## src/rtl/class_decision_voter_if.sv

```systemverilog
// Classifier-to-voter bundle: stage/class index in from the classifier,
// debounced decision and status out to the LED logic.
interface class_decision_voter_if #(
    parameter int CLASS_W = 2,
    parameter int STAGE_W = 6
);
    logic [STAGE_W-1:0] stage;
    logic [CLASS_W-1:0] result_in;
    logic [CLASS_W-1:0] decision;
    logic               decision_valid;
    logic               decision_chg;
    logic [4:0]         vote_count;
    logic [4:0]         hist_fill;
    logic               stale;
    logic               drop;

    modport master (
        output stage, result_in,
        input  decision, decision_valid, decision_chg, vote_count, hist_fill, stale, drop
    );

    modport slave (
        input  stage, result_in,
        output decision, decision_valid, decision_chg, vote_count, hist_fill, stale, drop
    );
endinterface

```

## src/rtl/class_decision_voter.sv

```systemverilog
// Sliding-window majority voter over classifier results: one sample per pass,
// debounced decision with stale detection when passes stop arriving.
module class_decision_voter #(
    parameter int          CLASS_W       = 2,
    parameter int          STAGE_W       = 6,
    parameter int          CAPTURE_STAGE = 38,
    parameter int          HIST_DEPTH    = 8,
    parameter int          VOTE_THRESH   = 5,
    parameter int unsigned TIMEOUT_CYC   = 25_000_000
) (
    input logic                   clk,
    input logic                   reset,
    class_decision_voter_if.slave bus
);
    localparam int unsigned NCLASS = 2 ** CLASS_W;
    localparam int          PTR_W  = (HIST_DEPTH > 1) ? $clog2(HIST_DEPTH) : 1;
    localparam int          TMR_W  = (TIMEOUT_CYC > 0) ? $clog2(TIMEOUT_CYC + 1) : 1;

    localparam logic [STAGE_W-1:0] CAP_VAL  = STAGE_W'(CAPTURE_STAGE);
    localparam logic [PTR_W-1:0]   PTR_LAST = PTR_W'(HIST_DEPTH - 1);
    localparam logic [4:0]         DEPTH_V  = 5'(HIST_DEPTH);
    localparam logic [4:0]         THRESH_V = 5'(VOTE_THRESH);
    localparam logic [TMR_W-1:0]   TMR_SAT  = TMR_W'(TIMEOUT_CYC);
    localparam logic [TMR_W-1:0]   TMR_HIT  = TMR_W'(TIMEOUT_CYC - 1);

    typedef enum logic [1:0] {S_IDLE, S_COUNT, S_EVAL} state_t;

    state_t             state, state_nxt;
    logic [STAGE_W-1:0] stage_q;
    logic               cap;
    logic               pending;
    logic [CLASS_W-1:0] pend_sample;
    logic [CLASS_W-1:0] cur_sample;
    logic [CLASS_W-1:0] window [HIST_DEPTH];
    logic [4:0]         cnt    [NCLASS];
    logic [PTR_W-1:0]   wr_ptr;
    logic [TMR_W-1:0]   timer;
    logic               timeout_hit;
    logic               full;
    logic [CLASS_W-1:0] best_idx;
    logic [4:0]         best_cnt;

    always_comb begin
        cap         = (bus.stage == CAP_VAL) && (stage_q != CAP_VAL);
        timeout_hit = (TIMEOUT_CYC != 0) && (timer == TMR_HIT) && !cap;
        full        = (bus.hist_fill == DEPTH_V);
    end

    // Strict '>' keeps the lowest class index on ties.
    always_comb begin
        best_idx = '0;
        best_cnt = cnt[0];
        for (int unsigned i = 1; i < NCLASS; i++) begin
            if (cnt[CLASS_W'(i)] > best_cnt) begin
                best_idx = CLASS_W'(i);
                best_cnt = cnt[CLASS_W'(i)];
            end
        end
    end

    always_ff @(posedge clk) begin
        if (reset) state <= S_IDLE;
        else       state <= state_nxt;
    end

    always_comb begin
        state_nxt = state;
        unique case (state)
            S_IDLE:  if (cap || pending) state_nxt = S_COUNT;
            S_COUNT: state_nxt = S_EVAL;
            S_EVAL:  state_nxt = S_IDLE;
            default: state_nxt = S_IDLE;
        endcase
    end

    always_ff @(posedge clk) begin
        if (reset) begin
            stage_q            <= '0;
            pending            <= 1'b0;
            pend_sample        <= '0;
            cur_sample         <= '0;
            wr_ptr             <= '0;
            timer              <= '0;
            bus.decision       <= '0;
            bus.decision_valid <= 1'b0;
            bus.decision_chg   <= 1'b0;
            bus.vote_count     <= '0;
            bus.hist_fill      <= '0;
            bus.stale          <= 1'b0;
            bus.drop           <= 1'b0;
            for (int unsigned i = 0; i < HIST_DEPTH; i++) window[PTR_W'(i)] <= '0;
            for (int unsigned i = 0; i < NCLASS; i++)     cnt[CLASS_W'(i)]  <= '0;
        end else begin
            stage_q          <= bus.stage;
            bus.decision_chg <= 1'b0;

            if (cap) timer <= '0;
            else if (timer != TMR_SAT) timer <= timer + 1'b1;

            // A cap arriving while a sample already waits is lost; in IDLE the
            // waiting sample is consumed below, so pending still clears.
            if (cap) begin
                bus.stale <= 1'b0;
                if (pending) begin
                    bus.drop <= 1'b1;
                end else if (state == S_IDLE) begin
                    cur_sample <= bus.result_in;
                end else begin
                    pending     <= 1'b1;
                    pend_sample <= bus.result_in;
                end
            end
            if (state == S_IDLE && pending) begin
                pending    <= 1'b0;
                cur_sample <= pend_sample;
            end

            if (timeout_hit) begin
                bus.stale          <= 1'b1;
                bus.decision_valid <= 1'b0;
                bus.hist_fill      <= '0;
                wr_ptr             <= '0;
                for (int unsigned i = 0; i < NCLASS; i++) cnt[CLASS_W'(i)] <= '0;
            end else if (state == S_COUNT) begin
                window[wr_ptr] <= cur_sample;
                wr_ptr         <= (wr_ptr == PTR_LAST) ? '0 : wr_ptr + 1'b1;
                if (!full) begin
                    cnt[cur_sample] <= cnt[cur_sample] + 5'd1;
                    bus.hist_fill   <= bus.hist_fill + 5'd1;
                end else if (window[wr_ptr] != cur_sample) begin
                    cnt[cur_sample]     <= cnt[cur_sample] + 5'd1;
                    cnt[window[wr_ptr]] <= cnt[window[wr_ptr]] - 5'd1;
                end
            end else if (state == S_EVAL) begin
                if (best_cnt >= THRESH_V && (best_idx != bus.decision || !bus.decision_valid)) begin
                    bus.decision       <= best_idx;
                    bus.decision_valid <= 1'b1;
                    bus.decision_chg   <= 1'b1;
                    bus.vote_count     <= best_cnt;
                end else begin
                    bus.vote_count <= cnt[bus.decision];
                end
            end
        end
    end
endmodule

```

## src/flat_wrapper.sv

```systemverilog
// flat-port wrapper written by rule: the top's interface ports become plain ports
module class_decision_voter_flat 
#(
    parameter int          CLASS_W       = 2,
    parameter int          STAGE_W       = 6,
    parameter int          CAPTURE_STAGE = 38,
    parameter int          HIST_DEPTH    = 8,
    parameter int          VOTE_THRESH   = 5,
    parameter int unsigned TIMEOUT_CYC   = 25_000_000
)
  (clk, reset, bus_stage, bus_result_in, bus_decision, bus_decision_valid, bus_decision_chg, bus_vote_count, bus_hist_fill, bus_stale, bus_drop);
  class_decision_voter_if #(.CLASS_W(CLASS_W), .STAGE_W(STAGE_W)) bus_i ();
  input logic clk;
  input logic reset;
  input wire logic [$bits(bus_i.stage)-1:0] bus_stage;
  input wire logic [$bits(bus_i.result_in)-1:0] bus_result_in;
  output wire logic [$bits(bus_i.decision)-1:0] bus_decision;
  output wire logic [$bits(bus_i.decision_valid)-1:0] bus_decision_valid;
  output wire logic [$bits(bus_i.decision_chg)-1:0] bus_decision_chg;
  output wire logic [$bits(bus_i.vote_count)-1:0] bus_vote_count;
  output wire logic [$bits(bus_i.hist_fill)-1:0] bus_hist_fill;
  output wire logic [$bits(bus_i.stale)-1:0] bus_stale;
  output wire logic [$bits(bus_i.drop)-1:0] bus_drop;
  assign bus_i.stage = bus_stage;
  assign bus_i.result_in = bus_result_in;
  assign bus_decision = bus_i.decision;
  assign bus_decision_valid = bus_i.decision_valid;
  assign bus_decision_chg = bus_i.decision_chg;
  assign bus_vote_count = bus_i.vote_count;
  assign bus_hist_fill = bus_i.hist_fill;
  assign bus_stale = bus_i.stale;
  assign bus_drop = bus_i.drop;
  class_decision_voter #(.CLASS_W(CLASS_W), .STAGE_W(STAGE_W), .CAPTURE_STAGE(CAPTURE_STAGE), .HIST_DEPTH(HIST_DEPTH), .VOTE_THRESH(VOTE_THRESH), .TIMEOUT_CYC(TIMEOUT_CYC)) u_core (.clk(clk), .reset(reset), .bus(bus_i));
endmodule
```

## config.mk

```make
export PLATFORM = sky130hd
export DESIGN_NAME = class_decision_voter_flat
export DESIGN_NICKNAME = d
export VERILOG_FILES = /design/src/rtl/class_decision_voter_if.sv /design/src/rtl/class_decision_voter.sv /design/src/flat_wrapper.sv
export SDC_FILE = /design/constraint.sdc
export NUM_CORES = 1
export LEC_CHECK = 0
export CAP_MARGIN = 5
export CORE_MARGIN = 2
export CORE_UTILIZATION = 35
export DETAILED_ROUTE_END_ITERATION = 10
export HOLD_SLACK_MARGIN = 0.1
export SKIP_CTS_REPAIR_TIMING = 1
export SLEW_MARGIN = 20
export SYNTH_ARGS = -nofsm -noshare
export SYNTH_HDL_FRONTEND = slang
export SYNTH_SLANG_ARGS = --single-unit
export TNS_END_PERCENT = 30
```

## constraint.sdc

```tcl
create_clock -name clk -period 7.2 [get_ports clk]
set_clock_uncertainty 0.05 [all_clocks]
set_input_delay 1.44 -clock clk [delete_from_list [all_inputs] [get_ports clk]]
set_output_delay 1.44 -clock clk [all_outputs]
set_load 0.02 [all_outputs]
```

; ---- Word-level counts from Yosys, hierarchy flattened
; Memory sizes are Yosys's and may differ from the RTL's. A register that Yosys moved wholly into a read port is not among the register bits.
; Index checks and enable logic that the tools add are counted.
[word_totals]
reg_bits = 57
mem_bits_rw = 36
elab_cells = 133
memories = 2
[mem_list]
columns = name, depth, width, rd, rd_ports_with_merged_regs, wr, line_no
row1 = u_core.cnt, 4, 5, 7, 2, 4, class_decision_voter.sv:35  ; logic [4:0] cnt [NCLASS];
row2 = u_core.window, 8, 2, 1, 1, 8, class_decision_voter.sv:34  ; logic [CLASS_W-1:0] window [HIST_DEPTH];
[op_classes]
add_sub_neg = 5
n_lt_le_gt_ge = 4
n_eq_ne = 12
muxes = 59
bitwise_logic = 11
reduce_logical = 26
[op_table]
columns = operator, count
row1 = two-way mux 5 bit, 11
row2 = two-way mux 1 bit, 29
row3 = two-way mux 2 bit, 14
row4 = "adder 25 x 1 -> 25 bit, second input constant", 1
row5 = "== test 25 bit, second input constant", 1
row6 = "inequality test 25 bit, second input constant", 1
row7 = > comparator 5 bit, 3
row8 = two-way mux 3 bit, 4
row9 = AND reduction 3 bit, 4
row10 = "adder 5 x 1 -> 5 bit, second input constant", 2
row11 = OR reduction 5 bit, 2
row12 = OR reduction 2 bit, 4
row13 = "== test 6 bit, second input constant", 1
row14 = "inequality test 6 bit, second input constant", 1
row15 = inverter 1 bit, 6
row16 = nonzero test 2 bit, 3
row17 = "== test 5 x 4 -> 1 bit, second input constant", 1
row18 = "greater-or-equal comparator 5 x 3 -> 1 bit, second input constant", 1
row19 = bitwise OR 1 bit, 5
row20 = "subtractor 5 x 1 -> 5 bit, second input constant", 1
row21 = logical AND 1 bit, 4
row22 = inequality test 2 bit, 2
row23 = one-hot mux 2 bit (2 select lines), 1
row24 = AND reduction 2 bit, 2
row25 = other kinds (11), 13

; ---- Depth between registers and ports, before layout
; An unclocked memory read counts as a cell.
[depth]
word_depth = 13
depth_mapped = 22

; ---- Worst setup path before layout
; OpenSTA, ideal clock, no wires.
[synth_path]
kind = register to register
from = memory u_core.cnt[1][2]
to = register (tool-made name)
setup_time_ns = 0.086
arrival_ns = 4.744
slack_ns = 2.321
path_stages_with_launch = 22
path_buffers = 1
period_less_slack_ns = 4.879
cell_sequence = edfxtp_1 -> ha_1 -> a21oi_1 -> o221ai_2 -> nand2_2 -> mux2i_1 -> ha_1 -> o21a_1 -> o31ai_4 -> a21o_1 -> a31oi_1 -> inv_1 -> ha_1 -> nand2b_1 -> a21oi_1 -> or3_1 -> and2_2 -> a221o_2 -> and2_4 -> buf_6 -> a211o_4 -> a211oi_1
[synth_rtl]
columns = element, line_no
row1 = start: declaration, class_decision_voter.sv:35

==> run metrics <==
largest net degree at the start of global routing=27; CTS Sinks=100; antenna violations before repair=0; Post-DP HPWL=9590 um; drt first-iter violations=approximately 310; GRT overflow=0; initial core utilization=between 30% and 40%; proportion of layout cells with a drive suffix above 1=roughly 8.3%; CP most frequent cell=ha_1; number of flops mapped to enable cells by yosys=36; syn_area_per_cell=approximately 10 um^2; HP Class=register to register; CP top delay family=compound AO/OA/AOI/OAI gates; Placement Cell Area=~5900 um^2; Area Overhead vs Synth=13.1%; fin nets=approximately 620; ANT cells=0; Primary FF master, synth=dfxtp_1; run status=complete, no violations; insertion delay to the later sink of the worst-skew pair=0.35 ns; Hold Fails Final Rpt=0; power density cells=204 nW/um^2; setup_tns=0 ns; Critical Path Max Stage Delay=0.44 ns; Worst path slowest cell=edfxtp_1; CP required=7.40 ns; Clock Path Buffers=2; maximum VDD drop=0.111 mV; post-route antenna net violation count=0; crit path time final=around 5.4 ns; Synth cell types=69; RSZ-0062 raised after global routing=false; crit path DAT=5.59 ns; via count=roughly 4.3k; Total GRT Usage=15.9%; Die Y=130 um; WL/cell=between 15 and 20 um; core area=about 15000 um^2; Max Slew Vio Count=0; Max Cap Violations=0; crit path kind=register to register; Port Buffers=25; DIE AREA=16800 um^2; FF+latch count, synth=100; Chip Width=about 130 um; Design Area, Final=6250 um^2; mapped cell area=5530 um^2; first-pass GRT wire length=around 21000 um; CP Capture Type=register; period utilization=between 70 and 80%; H-tree depth=3; FMAX=around 190 MHz; root buf cell=clkbuf_16; io pins=26; row count=between 40 and 50; Hold WS=~0.4 ns; number of global-route vias before repair=4244; setup violators final=0; Warnings, synthesis=0; GP Congestion=approximately 0.85; via/cell ratio=between 5 and 6; CTS tree=built; Critical Path, Cell by Cell=ha_1 > a21oi_1 > o221ai_2 > nand2_2 > mux2i_1 > ha_1 > o21a_1 > o31ai_4 > a21o_1 > a31oi_1 > inv_1 > ha_1 > nand2b_1 > a21oi_1 > or3_1 > and2_2 > a221oi_1 > o21ai_1 > a211o_4 > a211oi_1; crit-path max FO=9; Mapped Nets=about 600; post-synthesis sequential area ratio=42.7%; synthesized instance count=roughly 570; Worst setup SP type=register; max_slew headroom=43.8%; Clock transition at path regs=approximately 0.07 ns; FFs w/ async S/R, synth=0%; cts bufs inserted=9; Leak=about 2.2 nW; DR DRC count=0; WL final=between 10000 and 15000 um; CP Buf/Inv Count=1; Slew @ Worst Pin=roughly 0.84 ns; DRT Pass-1 Iters=5
[area by class of cell]
class	count	area (um^2)
well taps	211	264
clock inverters	3	45.0
repair buffers	26	258
clock buffers	12	258
flip-flops and latches	100	2360
inverters	27	101
multi-input cells	421	2960
fillers	1528	9060
[power by group]
| group | internal (W) | leakage [nW] | switching (W) |
|---|---|---|---|
| combinational | 0.0000703 | 1.18 | 0.000101 |
| clock | 0.000290 | 0.149 | 0.000207 |
| sequential | 0.000595 | 0.889 | 0.0000107 |
[synthesized netlist by cell type (all sizes together), types with 12 or more instances]
library cell / number / share of area [%]
o22ai: 21 / 2.4
nand3: 21 / 1.9
inv: 27 / 1.8
nor2b: 14 / 1.6
nor3: 12 / 1.1
mux4: 14 / 5.7
nor2: 76 / 5.2
mux2i: 21 / 4.2
dfxtp: 64 / 23
xnor2: 13 / 2.1
xor2: 20 / 3.2
edfxtp: 36 / 20
nand2: 44 / 3.0
o21ai: 24 / 2.2
a21oi: 21 / 1.9
a211oi: 13 / 1.8
ha: 23 / 5.2
[flip-flops by register name, indices dropped and copies added, names as in the netlist, named ones only]
register	count
u_core.bus.vote_count	5
u_core.pending	1
u_core.window	16
u_core.bus.stale	1
u_core.wr_ptr	3
u_core.bus.decision_valid	1
u_core.cnt	20
u_core.bus.decision	2
u_core.bus.decision_chg	1
u_core.timer	25
u_core.bus.hist_fill	5
u_core.cur_sample	2
u_core.state	2
u_core.stage_q	6
u_core.bus.drop	1
u_core.pend_sample	2
[per-stage QoR]
stage / cells / setup slack (ns) / utilization [%] / total power, W
2_1_floorplan: 568 / 2.32 / - / 0.000748
3_3_place_gp: 785 / 1.98 / 38.8 / 0.000783
3_5_place_dp: 785 / 1.87 / 38.8 / 0.000788
4_1_cts: 800 / 1.82 / 40.8 / 0.00128
5_1_grt: 800 / 1.42 / 40.8 / 0.00133
6_report: 800 / 1.81 / 40.8 / 0.00127
[cells in the final DEF (no fill, tap or decap), drive strengths merged, types with 3 or more instances in the layout]
cell	count
nor2	76
dfxtp	64
nand2	44
edfxtp	36
inv	29
clkdlybuf4s50	25
o21ai	24
ha	23
o22ai	21
a21oi	21
nand3	21
mux2i	21
xor2	20
mux4	14
nor2b	14
a211oi	13
xnor2	13
nor3	12
clkbuf	12
and3	7
a31oi	7
nand4	7
and2	6
or3	5
o31ai	5
nand2b	4
mux2	3
nor4	3
a21o	3
[worst reg2reg max path: stages (launching register included)]
cell      delay (ns)
edfxtp_1        0.44
ha_1            0.36
a21oi_1         0.24
o221ai_2        0.20
nand2_2         0.17
mux2i_1         0.36
ha_1            0.28
o21a_1          0.19
o31ai_4         0.11
a21o_1          0.28
a31oi_1         0.21
inv_1           0.07
ha_1            0.29
nand2b_1        0.07
a21oi_1         0.07
or3_1           0.39
and2_2          0.24
a221oi_1        0.35
o21ai_1         0.26
a211o_4         0.42
a211oi_1        0.24
[kinds of logic (layout without fill, tap and decap cells)]
kind of cell / after synthesis / count (layout) / share of synthesized area [%]
DFF: 100 / 100 / 42.7
buffers and inverters: 47 / 68 / 3.69
xor gates and xnor gates: 33 / 33 / 5.23
muxes: 38 / 38 / 10.5
AOI/OAI and AO/OA: 113 / 113 / 13.8
and+or+nand+nor: 214 / 214 / 18.9
adders and majority gates: 23 / 23 / 5.20
[layer usage]
metal / wire, um / track usage [%]
met5: 0 / 0
met4: 210 / 5.50
met3: 619 / 3.39
met2: 6290 / 27.9
met1: 5620 / 19.4
[worst paths after layout]
check | startpoint | end | slack [ns] | cells after the start
min reg2reg | u_core.bus.stale$_SDFFE_PP0P_ | u_core.bus.stale$_SDFFE_PP0P_ | 0.40 | 2
max | u_core.cnt[1][2]$_DFFE_PP_ | register | 1.81 | 20
min | u_core.bus.stale$_SDFFE_PP0P_ | u_core.bus.stale$_SDFFE_PP0P_ | 0.40 | 2
max reg2reg | u_core.cnt[1][2]$_DFFE_PP_ | register | 1.81 | 20
Note: power is estimated with default switching activity, not from simulation.
